File: src/rtl/wb_obi_bridge.sv
// Wishbone classic slave to OBI initiator bridge, one outstanding OBI transaction.
// Optional watchdog enabled by defining WB_OBI_TIMEOUT_EN.
module wb_obi_bridge #(
  parameter int unsigned               SOC_ADDR_WIDTH = 32,
  parameter logic [SOC_ADDR_WIDTH-1:0] OBI_BASE_ADDR  = 32'h0000_0000,
  parameter logic [SOC_ADDR_WIDTH-1:0] WINDOW_MASK    = 32'h001F_FFFF,
  parameter int unsigned               TIMEOUT_CYCLES = 256
) (
  input  logic                      clk_i,
  input  logic                      rst_ni,
  input  logic [SOC_ADDR_WIDTH-1:0] wb_addr_i,
  input  logic [31:0]               wb_wdata_i,
  input  logic                      wb_wr_en_i,
  input  logic [3:0]                wb_byte_en_i,
  input  logic                      wb_stb_i,
  input  logic                      wb_cyc_i,
  output logic [31:0]               wb_rdata_o,
  output logic                      wb_ack_o,
  output logic                      obi_req_o,
  input  logic                      obi_gnt_i,
  output logic [SOC_ADDR_WIDTH-1:0] obi_addr_o,
  output logic                      obi_we_o,
  output logic [3:0]                obi_be_o,
  output logic [31:0]               obi_wdata_o,
  input  logic                      obi_rvalid_i,
  input  logic [31:0]               obi_rdata_i,
  output logic                      timeout_o
);

  typedef enum logic [2:0] {
    IDLE,
    REQ,
    RESP,
    ACK,
    DRAIN_REQ,
    DRAIN_RSP
  } state_e;

  state_e state_q;
  logic   timeout_fire;

  if (TIMEOUT_CYCLES < 2) begin : g_cfg_check
    $error("wb_obi_bridge: TIMEOUT_CYCLES must be >= 2");
  end

`ifdef WB_OBI_TIMEOUT_EN
  localparam int unsigned CNT_W = $clog2(TIMEOUT_CYCLES);
  localparam logic [CNT_W-1:0] CNT_LAST = CNT_W'(TIMEOUT_CYCLES - 1);

  logic [CNT_W-1:0] cnt_q;
  logic             timeout_q;

  // Fires only when the pending gnt/rvalid does not complete in the same cycle.
  always_comb begin
    timeout_fire = 1'b0;
    if (wb_cyc_i && (cnt_q == CNT_LAST)) begin
      timeout_fire = ((state_q == REQ) && !obi_gnt_i) ||
                     ((state_q == RESP) && !obi_rvalid_i);
    end
  end

  // Counter saturates so a late grant cannot wrap it back to a fresh budget.
  always_ff @(posedge clk_i) begin
    if (!rst_ni) begin
      cnt_q     <= '0;
      timeout_q <= 1'b0;
    end else begin
      if (state_q == IDLE) begin
        cnt_q <= '0;
      end else if (((state_q == REQ) || (state_q == RESP)) && (cnt_q != CNT_LAST)) begin
        cnt_q <= cnt_q + CNT_W'(1);
      end
      if (timeout_fire) begin
        timeout_q <= 1'b1;
      end
    end
  end

  assign timeout_o = timeout_q;
`else
  assign timeout_fire = 1'b0;
  assign timeout_o    = 1'b0;
`endif

  always_ff @(posedge clk_i) begin
    if (!rst_ni) begin
      state_q     <= IDLE;
      obi_req_o   <= 1'b0;
      wb_ack_o    <= 1'b0;
      wb_rdata_o  <= '0;
      obi_addr_o  <= '0;
      obi_we_o    <= 1'b0;
      obi_be_o    <= '0;
      obi_wdata_o <= '0;
    end else begin
      wb_ack_o <= 1'b0;
      unique case (state_q)
        IDLE: begin
          if (wb_cyc_i && wb_stb_i && !wb_ack_o) begin
            obi_addr_o  <= (wb_addr_i & WINDOW_MASK) | OBI_BASE_ADDR;
            obi_we_o    <= wb_wr_en_i;
            obi_be_o    <= wb_byte_en_i;
            obi_wdata_o <= wb_wdata_i;
            obi_req_o   <= 1'b1;
            state_q     <= REQ;
          end
        end
        REQ: begin
          if (obi_gnt_i) begin
            obi_req_o <= 1'b0;
            state_q   <= wb_cyc_i ? RESP : DRAIN_RSP;
          end else if (!wb_cyc_i) begin
            state_q <= DRAIN_REQ;
          end else if (timeout_fire) begin
            wb_ack_o   <= 1'b1;
            wb_rdata_o <= 32'hDEAD_BEEF;
            state_q    <= DRAIN_REQ;
          end
        end
        RESP: begin
          if (obi_rvalid_i) begin
            wb_rdata_o <= obi_we_o ? '0 : obi_rdata_i;
            wb_ack_o   <= 1'b1;
            state_q    <= ACK;
          end else if (!wb_cyc_i) begin
            state_q <= DRAIN_RSP;
          end else if (timeout_fire) begin
            wb_ack_o   <= 1'b1;
            wb_rdata_o <= 32'hDEAD_BEEF;
            state_q    <= DRAIN_RSP;
          end
        end
        ACK: begin
          state_q <= IDLE;
        end
        DRAIN_REQ: begin
          if (obi_gnt_i) begin
            obi_req_o <= 1'b0;
            state_q   <= DRAIN_RSP;
          end
        end
        DRAIN_RSP: begin
          if (obi_rvalid_i) begin
            state_q <= IDLE;
          end
        end
        default: state_q <= IDLE;
      endcase
    end
  end

endmodule

File: config.mk
export PLATFORM = sky130hd
export DESIGN_NAME = wb_obi_bridge
export DESIGN_NICKNAME = d
export VERILOG_FILES = /design/src/rtl/wb_obi_bridge.sv
export SDC_FILE = /design/constraint.sdc
export NUM_CORES = 1
export LEC_CHECK = 0
export BUFFER_PORTS_ARGS = -buffer_cell sky130_fd_sc_hd__buf_4
export CORE_ASPECT_RATIO = 1.4
export CORE_UTILIZATION = 46
export DETAILED_ROUTE_END_ITERATION = 12
export PLACE_DENSITY_LB_ADDON = 0.12
export SLEW_MARGIN = 10
export SYNTH_ARGS = -nofsm -noshare
export SYNTH_HDL_FRONTEND = slang
export SYNTH_SLANG_ARGS = --single-unit
File: constraint.sdc
create_clock -name clk_i -period 4.2 [get_ports clk_i]
set_input_delay 0.84 -clock clk_i [delete_from_list [all_inputs] [get_ports clk_i]]
set_output_delay 0.84 -clock clk_i [all_outputs]
set_load 0.05 [all_outputs]
==> metrics.csv <==
stage,metric,value,unit
worst_setup_path,end_kind,flop,
clock_tree,clk_path_buf_depth,2,
status,status,"finished, final reports clean",
worst_setup_path,cp.required,4.42,ns
timing,relSlewSlack,33.7,%
die,fp.dieArea,7680,um^2
clock_tree,holdBufCountCts,0,
global_route,grt_pass1_wl,12600,um
global_route,grtUsageTotal,21.6,%
clock_tree,cts-htree-levels,3,
yosys,ys_async_sr_fraction,0,%
yosys,synth_seq_cells,95,
die,coreArea,7030,um^2
yosys,netlist_area,3370,um^2
route,drtIter0Drc,62,
yosys,synth_area_leaders,"dfxtp_1 56%, nand2_1 13%, a21oi_1 9.1%",
die,die_h,103,um
timing,rsz0062_at_grt,no,
worst_setup_path,crit_type,in2reg,
die,rows,36,
finish,fin_nets,658,
yosys,ys_seq_area_share,56.4,%
route,firstDrtPassIters,4,
timing,finalSetupTns,0,ns
worst_setup_path,worstPathCellList,buf_4 -> nand3b_1 -> or4_2 -> nand2_1 -> a21oi_1,
clock_tree,cts_resized,0,
global_route,grt_max_degree,59,
power,vdd_drop_max,0.282,mV
worst_setup_path,crit_fanout,58,
timing,post-route-min-period,2.27,ns
worst_setup_path,cpMaxStageDelayCell,or4_2,
power,total_power,2.32,mW
clock_tree,cts_tree,done,
placement,place.gp.congestion,0.763,
clock_tree,cts_buffers,9,
worst_setup_path,timing.critical_path.buf_inv,1,
worst_setup_path,cp.arrival,2.49,ns
power,pwr_density_cell,468,nW/um^2
route,vias_per_cell,4.92,
timing,final-hold-violation-count,0,
yosys,synth_top_area_cell,dfxtp_1,
worst_setup_path,crit_family,simple AND/OR/NAND/NOR gates,
clock_tree,cts-root-buf,clkbuf_8,
worst_setup_path,critPathLaunchType,primary input,
yosys,yosysTopAreaCellShare,56.4,%
finish,diodes,0,
yosys,yosys-top-cells-count,"120 x nand2_1, 95 x dfxtp_1, 61 x a21oi_1, 32 x a22o_1, 20 x clkbuf_1",
power,total_leakage_power,2.23,nW
placement,place_ws,1.53,ns
clock_tree,cts_sinks,95,
clock_tree,cts_setup_buffers,0,
die,initial_core_util,48.0,%
yosys,syn_area_per_cell,8.92,um^2
finish,drive_gt1_share,38.0,%
run,cap_viol_max_count,0,
clock_tree,insertion_delay,0.35,ns
placement,dp_hpwl,5960,um
timing,setup_viol,0,
timing,max_freq,0.440,GHz
global_route,antenna_found_initial,0,
route,num_vias,3197,
worst_setup_path,slowest_delay,1.07,ns
route,drc_errors,0,
yosys,synth_cells,378,
finish,finish.utilization,70.5,%
yosys,synth.most_common_cell,nand2_1,
route,drt_wl_total,8270,um
global_route,grt_pass1_vias,2862,
timing,fin_crit_sh,54.1,%
die,die_x,74.3,um
clock_tree,cts.reportedPaths.clkPinSlew,0.08,ns
timing,slew_violations,0,
yosys,synth_edf_count,0,
yosys,synthFlopType,dfxtp_1,
die,io_pins,211,
route,ant_nets,0,
timing,setup_ws,1.93,ns
timing,timing.hold.ws,0.458,ns
global_route,grt_overflow_total,0,
yosys,ys_warn_count,0,
placement,numPortBuffers,187,
timing,fin_skew,0.00375,ns
finish,syn2layout_area_growth,47.0,%
route,detail_route.wl_per_cell,12.7,um
yosys,synth_cell_type_count,30,
timing,tightest_slew,0.995,ns
worst_hold_path,holdCritPathClass,reg2reg,
-- flip-flops by register name, summed over array words and instances (netlist names) --
| name | flops |
|---|---|
| obi_wdata_o | 32 |
| wb_rdata_o | 32 |
| obi_addr_o | 21 |
| obi_be_o | 4 |
| state_q | 3 |
| obi_req_o | 1 |
| obi_we_o | 1 |
| wb_ack_o | 1 |
-- through the flow --
stage                     instances  cell area (um^2)
after floorplan                 389              3410
after global placement          635              4760
after detailed placement        635              4760
after CTS                       650              4950
after global routing            650              4960
final                           650              4960
-- path summary, 6_finish.rpt --
| check | start | slack [ns] | depth (start not counted) | to |
|---|---|---|---|---|
| worst min-delay path | obi_addr_o[1] | 0.46 | 2 | obi_addr_o[1] |
| worst max-delay path | wb_cyc_i | 1.93 | 5 | obi_be_o[0] |
| worst min register to register | obi_addr_o[1] | 0.46 | 2 | obi_addr_o[1] |
| worst max register to register | state_q[0] | 2.02 | 3 | obi_be_o[0] |
-- cells by family (layout without fill, tap and decap cells) --
logic type | count (synthesis) | after routing | share of synthesized area, %
mux | 2 | 2 | 0.594
buf+inv | 42 | 208 | 6.90
simple gates | 138 | 138 | 17.0
compound gates | 99 | 99 | 18.7
other cells | 1 | 12 | 0.111
xor+xnor | 1 | 1 | 0.260
flops | 95 | 95 | 56.4
-- where the power goes --
group	switching [mW]	leakage [nW]	total [mW]	internal (mW)
sequential	0.0685	0.771	1.05	0.979
clock	0.289	0.105	0.591	0.301
combinational	0.453	1.36	0.682	0.229
total	0.811	2.23	2.32	1.51
-- cell usage in the layout (no fill, tap or decap), drive strengths merged --
master / synthesis / layout
nor3: 2 / 2
a311o: 1 / 1
mux2i: 2 / 2
o31a: 1 / 1
nor4: 3 / 3
nand2b: 2 / 2
conb: 1 / 12
xnor2: 1 / 1
a21oi: 61 / 61
clkbuf: 20 / 11
nand4: 2 / 2
or3: 1 / 1
nand3b: 1 / 1
nor2: 1 / 1
o21ai: 3 / 3
inv: 1 / 1
o221a: 1 / 1
a22o: 32 / 32
nor3b: 2 / 2
or4: 1 / 1
nor2b: 1 / 1
nand2: 120 / 120
nand3: 2 / 2
bufinv: 0 / 1
clkinv: 1 / 4
buf: 20 / 191
dfxtp: 95 / 95
-- routing by layer --
metal  share of wire, %  track usage, %  wire [um]
met1                 38            22.6       3170
met2                 50            36.8       4120
met3                9.1            8.91        750
met4                2.8            11.2        228
met5                  0               0          0
-- worst min-delay path: cells and delay by family (launching register included) --
kind | cells | cell delay (ns)
and+or+nand+nor | 1 | 0.05
AOI/OAI and AO/OA | 1 | 0.05
DFF | 1 | 0.31
-- cell type report --
cell class | instances | area [um^2]
Fill cell | 602 | 2070
Sequential cell | 95 | 1900
Timing Repair Buffer | 191 | 1430
Multi-Input combinational cell | 252 | 1300
Clock buffer | 11 | 151
Tap cell | 95 | 119
Clock inverter | 4 | 45.0
Inverter | 2 | 7.51
Note: power is estimated with default switching activity, not from simulation.
